`config.mk`:
```
export PLATFORM = sky130hd
export DESIGN_NAME = fact_accel
export DESIGN_NICKNAME = d
export VERILOG_FILES = /design/src/rtl/fact_pkg.sv /design/src/rtl/fact_core.sv /design/src/rtl/fact_accel.sv
export SDC_FILE = /design/constraint.sdc
export NUM_CORES = 1
export LEC_CHECK = 0
export BUFFER_PORTS_ARGS = -buffer_cell sky130_fd_sc_hd__buf_2
export CORE_UTILIZATION = 65
export CTS_CLUSTER_SIZE = 25
export DETAILED_ROUTE_END_ITERATION = 16
export PLACE_DENSITY_LB_ADDON = 0.25
export REMOVE_ABC_BUFFERS = 1
export SYNTH_ARGS = -nofsm -noshare
export SYNTH_HDL_FRONTEND = slang
export SYNTH_SLANG_ARGS = --single-unit
```
`constraint.sdc`:
```
create_clock -name clk -period 12.05 [get_ports clk]
set_clock_uncertainty 0.05 [all_clocks]
set_input_delay 2.41 -clock clk [delete_from_list [all_inputs] [get_ports clk]]
set_output_delay 2.41 -clock clk [all_outputs]
set_load 0.1 [all_outputs]
```
`src/rtl/fact_pkg.sv`:
```
// Shared register map, state encoding and default sizing for the factorial accelerator.
package fact_pkg;

   localparam int DATA_W_DEF = 32;
   localparam int N_W_DEF    = 4;
   localparam int N_MAX_DEF  = 12;

   localparam logic [1:0] FACT_N      = 2'd0;
   localparam logic [1:0] FACT_GO     = 2'd1;
   localparam logic [1:0] FACT_STATUS = 2'd2;
   localparam logic [1:0] FACT_RESULT = 2'd3;

   typedef enum logic {
      IDLE = 1'b0,
      MUL  = 1'b1
   } fact_state_e;

endpackage

```
`src/rtl/fact_core.sv`:
```
// Iterative factorial engine: one multiply per cycle, counting the operand down to 1.
module fact_core
   import fact_pkg::*;
#(
   parameter int DATA_W = DATA_W_DEF,
   parameter int N_W    = N_W_DEF,
   parameter int N_MAX  = N_MAX_DEF
) (
   input  logic              clk,
   input  logic              rst,
   input  logic              start_i,
   input  logic [N_W-1:0]    n_i,
   output logic              busy_o,
   output logic              done_o,
   output logic              err_o,
   output logic [DATA_W-1:0] result_o
);

   fact_state_e       state_q;
   logic [N_W-1:0]    cnt_q;
   logic [DATA_W-1:0] result_q;
   logic              done_q;
   logic              err_q;
   logic              overflow_q;
   logic [DATA_W-1:0] product;

   // Truncating to DATA_W is harmless: operands within N_MAX never overflow.
   assign product = result_q * DATA_W'(cnt_q);

   // The overflow verdict is captured at start so later writes to N cannot disturb it.
   always_ff @(posedge clk) begin
      if (rst) begin
         state_q    <= IDLE;
         cnt_q      <= '0;
         result_q   <= '0;
         done_q     <= 1'b0;
         err_q      <= 1'b0;
         overflow_q <= 1'b0;
      end else begin
         case (state_q)
            IDLE: begin
               if (start_i) begin
                  state_q    <= MUL;
                  cnt_q      <= n_i;
                  result_q   <= DATA_W'(1);
                  done_q     <= 1'b0;
                  err_q      <= 1'b0;
                  overflow_q <= (int'(n_i) > N_MAX);
               end
            end
            MUL: begin
               if (overflow_q) begin
                  err_q    <= 1'b1;
                  done_q   <= 1'b1;
                  result_q <= '0;
                  state_q  <= IDLE;
               end else if (cnt_q > N_W'(1)) begin
                  result_q <= product;
                  cnt_q    <= cnt_q - N_W'(1);
               end else begin
                  done_q  <= 1'b1;
                  state_q <= IDLE;
               end
            end
            default: state_q <= IDLE;
         endcase
      end
   end

   assign busy_o   = (state_q == MUL);
   assign done_o   = done_q;
   assign err_o    = err_q;
   assign result_o = result_q;

endmodule

```
`src/rtl/fact_accel.sv`:
```
// Bus-facing wrapper: holds the N operand, decodes GO and muxes read data for the core.
module fact_accel
   import fact_pkg::*;
#(
   parameter int DATA_W = DATA_W_DEF,
   parameter int N_W    = N_W_DEF,
   parameter int N_MAX  = N_MAX_DEF
) (
   input  logic              clk,
   input  logic              rst,
   input  logic              we,
   input  logic [1:0]        a,
   input  logic [DATA_W-1:0] wd,
   output logic [DATA_W-1:0] rd,
   output logic              busy
);

   logic [N_W-1:0]    n_q;
   logic              goAccept;
   logic              coreDone;
   logic              coreErr;
   logic [DATA_W-1:0] coreResult;
   logic              unusedWdHigh;

   assign unusedWdHigh = ^wd[DATA_W-1:N_W];

   always_ff @(posedge clk) begin
      if (rst) begin
         n_q <= '0;
      end else if (we && (a == FACT_N)) begin
         n_q <= wd[N_W-1:0];
      end
   end

   // A GO arriving mid-computation is dropped so done/err of the running job survive.
   assign goAccept = we && (a == FACT_GO) && wd[0] && !busy;

   fact_core #(
      .DATA_W (DATA_W),
      .N_W    (N_W),
      .N_MAX  (N_MAX)
   ) u_core (
      .clk      (clk),
      .rst      (rst),
      .start_i  (goAccept),
      .n_i      (n_q),
      .busy_o   (busy),
      .done_o   (coreDone),
      .err_o    (coreErr),
      .result_o (coreResult)
   );

   always_comb begin
      rd = '0;
      case (a)
         FACT_N:      rd = DATA_W'(n_q);
         FACT_GO:     rd = DATA_W'(busy);
         FACT_STATUS: rd = DATA_W'({coreErr, coreDone});
         FACT_RESULT: rd = coreResult;
         default:     rd = '0;
      endcase
   end

endmodule

```
==> flow_summary.ini <==
[status]
status = completed

[drt]
drt-initial-drc-count = 251
wl_um = 13400
viasPerCell = 5.83
drtPass1Iterations = 5
wl_per_cell_um = 15.9
vias = 4940
postRouteAntennaNets = 0
drcViolationCount = 0

[cells_and_area]
multi_input_area_um2 = 4300
syn_to_final_growth_pct = 5.07
fillerInstances = 705
regArea_um2 = 881
drive_above_1_share_pct = 10.7
diodes = 0
fin_nets = 866

[logic_synthesis]
ys_types = 64
synthArstFlopShare_pct = 0
synth_edf_count = 0
synth_compound_area_share_pct = 17.7
synth_xor_area_share_pct = 4.53
synthAdderAreaFrac_pct = 27.0
synth_area_per_cell_um2 = 8.04
seq_area_frac_synth_pct = 15.2
yosys.area_share.simple_pct = 23.5
synth_mux_area_share_pct = 1.45
synth_area_um2 = 5800
synth_top_family_by_area = adder cells
synth_flop_cell = dfxtp_1
synthCells = 721
ys_warn_count = 0
ys_seq_elements = 44

[critical_path]
critPathArrivalTime_ns = 3.73
critPathLaunchType = input pin
critPathCaptureType = primary output
reg2reg_from = u_core.cnt_q[3]
rr_endpoint = u_core.result_o[29]
worst-setup-path-type = in -> out
cp_max_fo = 34
r2r_cells = 15
required_ns = 9.59
cp-endpoint = rd[1]
r2r_slack_ns = 7.72
crit_start = a[0]

[pwr]
p_total_uw = 276
ir_drop_uv = 39.8
p_leak_uw = 0.00317
power-per-cell-area_nw_per_um2 = 45.3

[timing]
period_share_pct = 51.4
hold_viol = 0
timing.fmax_mhz = 162
rsz0062_at_grt = no
setup_viol = 0
final.setup.tns_ns = 0
fin_crit_ns = 6.19
drv_slew = 0
maxSlewHeadroom_pct = 44.2
tightest_slew_ns = 0.836

[global_route]
grt_max_degree = 37
antenna_found_initial = 0
grt_pass1_vias = 4845
grt_use_total_pct = 30.6
grt_pass1_wl_um = 22300
overflow = 0

[run]
drv_cap = 0

[die]
die_w_um = 96.4
die_h_um = 96.4
row_count = 34
coreArea_um2 = 8680
die_area_um2 = 9300
ios = 70
start_util_pct = 66.8

[placement]
port_buffers = 41
hpwl_um = 9950
gp_congestion = 0.939

[min_path]
worstHoldPathType = reg -> reg

[cts]
cts_sinks = 44
clockBufferDepth = 2
cts_root_buffer = clkbuf_8
clock_latency_ns = 0.31
htree_levels = 2
ctsResizeCount = 0
hold_buffers = 0
cts_buffers = 5
cts_tree = done
cts_setup_buffers = 0
path_clk_slew_ns = 0.09
power breakdown:
| part | switching [uW] | internal (uW) | total (uW) |
|---|---|---|---|
| clock network | 56.2 | 45.9 | 102 |
| registers | 1.55 | 147 | 148 |
| logic | 19.9 | 5.90 | 25.8 |
| total | 77.7 | 198 | 276 |
final cells by class:
cell class	instances	area share, %
Clock inverter	2	0.164
Sequential cell	44	14.5
Clock buffer	6	1.36
Inverter	115	7.09
Tap cell	108	2.22
Timing Repair Buffer	47	4.11
Multi-Input combinational cell	525	70.6
through the flow:
stage / setup WS (ns) / hold WS (ns) / util, % / cells / instance area (um2)
final: 5.86 / 0.415 / 70.2 / 847 / 6090
after floorplan: 6.22 / 0.377 / - / 684 / 5610
after global routing: 5.77 / 0.441 / 70.2 / 847 / 6090
after CTS: 5.86 / 0.419 / 70.2 / 847 / 6090
after global placement: 5.89 / 0.394 / 69.1 / 839 / 6000
after detailed placement: 5.86 / 0.407 / 69.1 / 839 / 6000
synth_stat cells, types with 5 or more instances:
master,count,area [um2]
inv_1,115,432
and2_1,91,569
fa_1,57,1140
nand2_1,56,210
dfxtp_1,44,881
nor2_1,41,154
ha_1,34,425
a21oi_1,33,165
and3_1,31,194
clkbuf_1,29,109
a22o_1,18,158
xnor2_1,18,158
o21ai_0,15,75.1
a21o_1,13,97.6
a22oi_1,13,97.6
xor2_1,12,105
o21ai_1,8,40.0
nor3_1,7,35.0
a21oi_2,5,43.8
mux2i_1,5,50.1
nand3_1,5,25.0
nand4_1,5,31.3
sequential cells by signal, indices dropped and copies added, names as in the netlist:
| signal | count |
|---|---|
| u_core.cnt_q | 4 |
| u_core.err_o | 1 |
| u_core.overflow_q | 1 |
| u_core.done_o | 1 |
| n_q | 4 |
| u_core.busy_o | 1 |
| u_core.result_o | 32 |
how the worst min path moves through the flow:
stage | start | end | slack [ns] | depth (start not counted)
floorplan | u_core.done_o | u_core.done_o | 0.38 | 2
global placement | u_core.done_o | u_core.done_o | 0.39 | 2
detailed placement | u_core.done_o | u_core.done_o | 0.41 | 2
CTS | u_core.done_o | u_core.done_o | 0.42 | 2
global route | u_core.done_o | u_core.done_o | 0.44 | 2
finish | u_core.done_o | u_core.done_o | 0.42 | 2
worst max-delay path, cell delays in order:
cell	delay (ns)
buf_2	0.44
mux2_2	0.41
a22o_1	0.17
buf_2	0.28
cells in the final DEF, fill, tap and decap left out, types with 4 or more instances in the layout:
cell type / n
a21o_1: 13
a21oi_1: 33
a21oi_2: 5
a22o_1: 18
a22oi_1: 13
and2_1: 91
and3_1: 31
buf_2: 41
buf_4: 6
clkbuf_8: 6
dfxtp_1: 44
fa_1: 57
ha_1: 34
inv_1: 115
mux2i_1: 5
nand2_1: 56
nand3_1: 5
nand4_1: 5
nor2_1: 41
nor3_1: 7
o21ai_0: 15
o21ai_1: 8
o21bai_1: 4
xnor2_1: 18
xor2_1: 12
kinds of logic (layout without fill, tap and decap cells):
logic type               count (synthesis)  count (layout)
AND/OR/NAND/NOR                        255             255
buffers and inverters                  152             170
AO/OA/AOI/OAI                          142             142
XOR/XNOR                                30              30
multiplexers                             7               7
flip-flops                              44              44
adder cells (fa/ha/maj)                 91              91
metal layers:
metal,wire (um),track usage (%),vias to the layer above,part of all wire (%)
met5,0,0,-,0
met4,254,8.95,0,1.9
met3,657,3.21,24,4.9
met2,6900,55.3,149,51
met1,5630,38.6,2392,42
li1,-,-,2375,-
No activity file was read; power rests on OpenSTA's default activity.
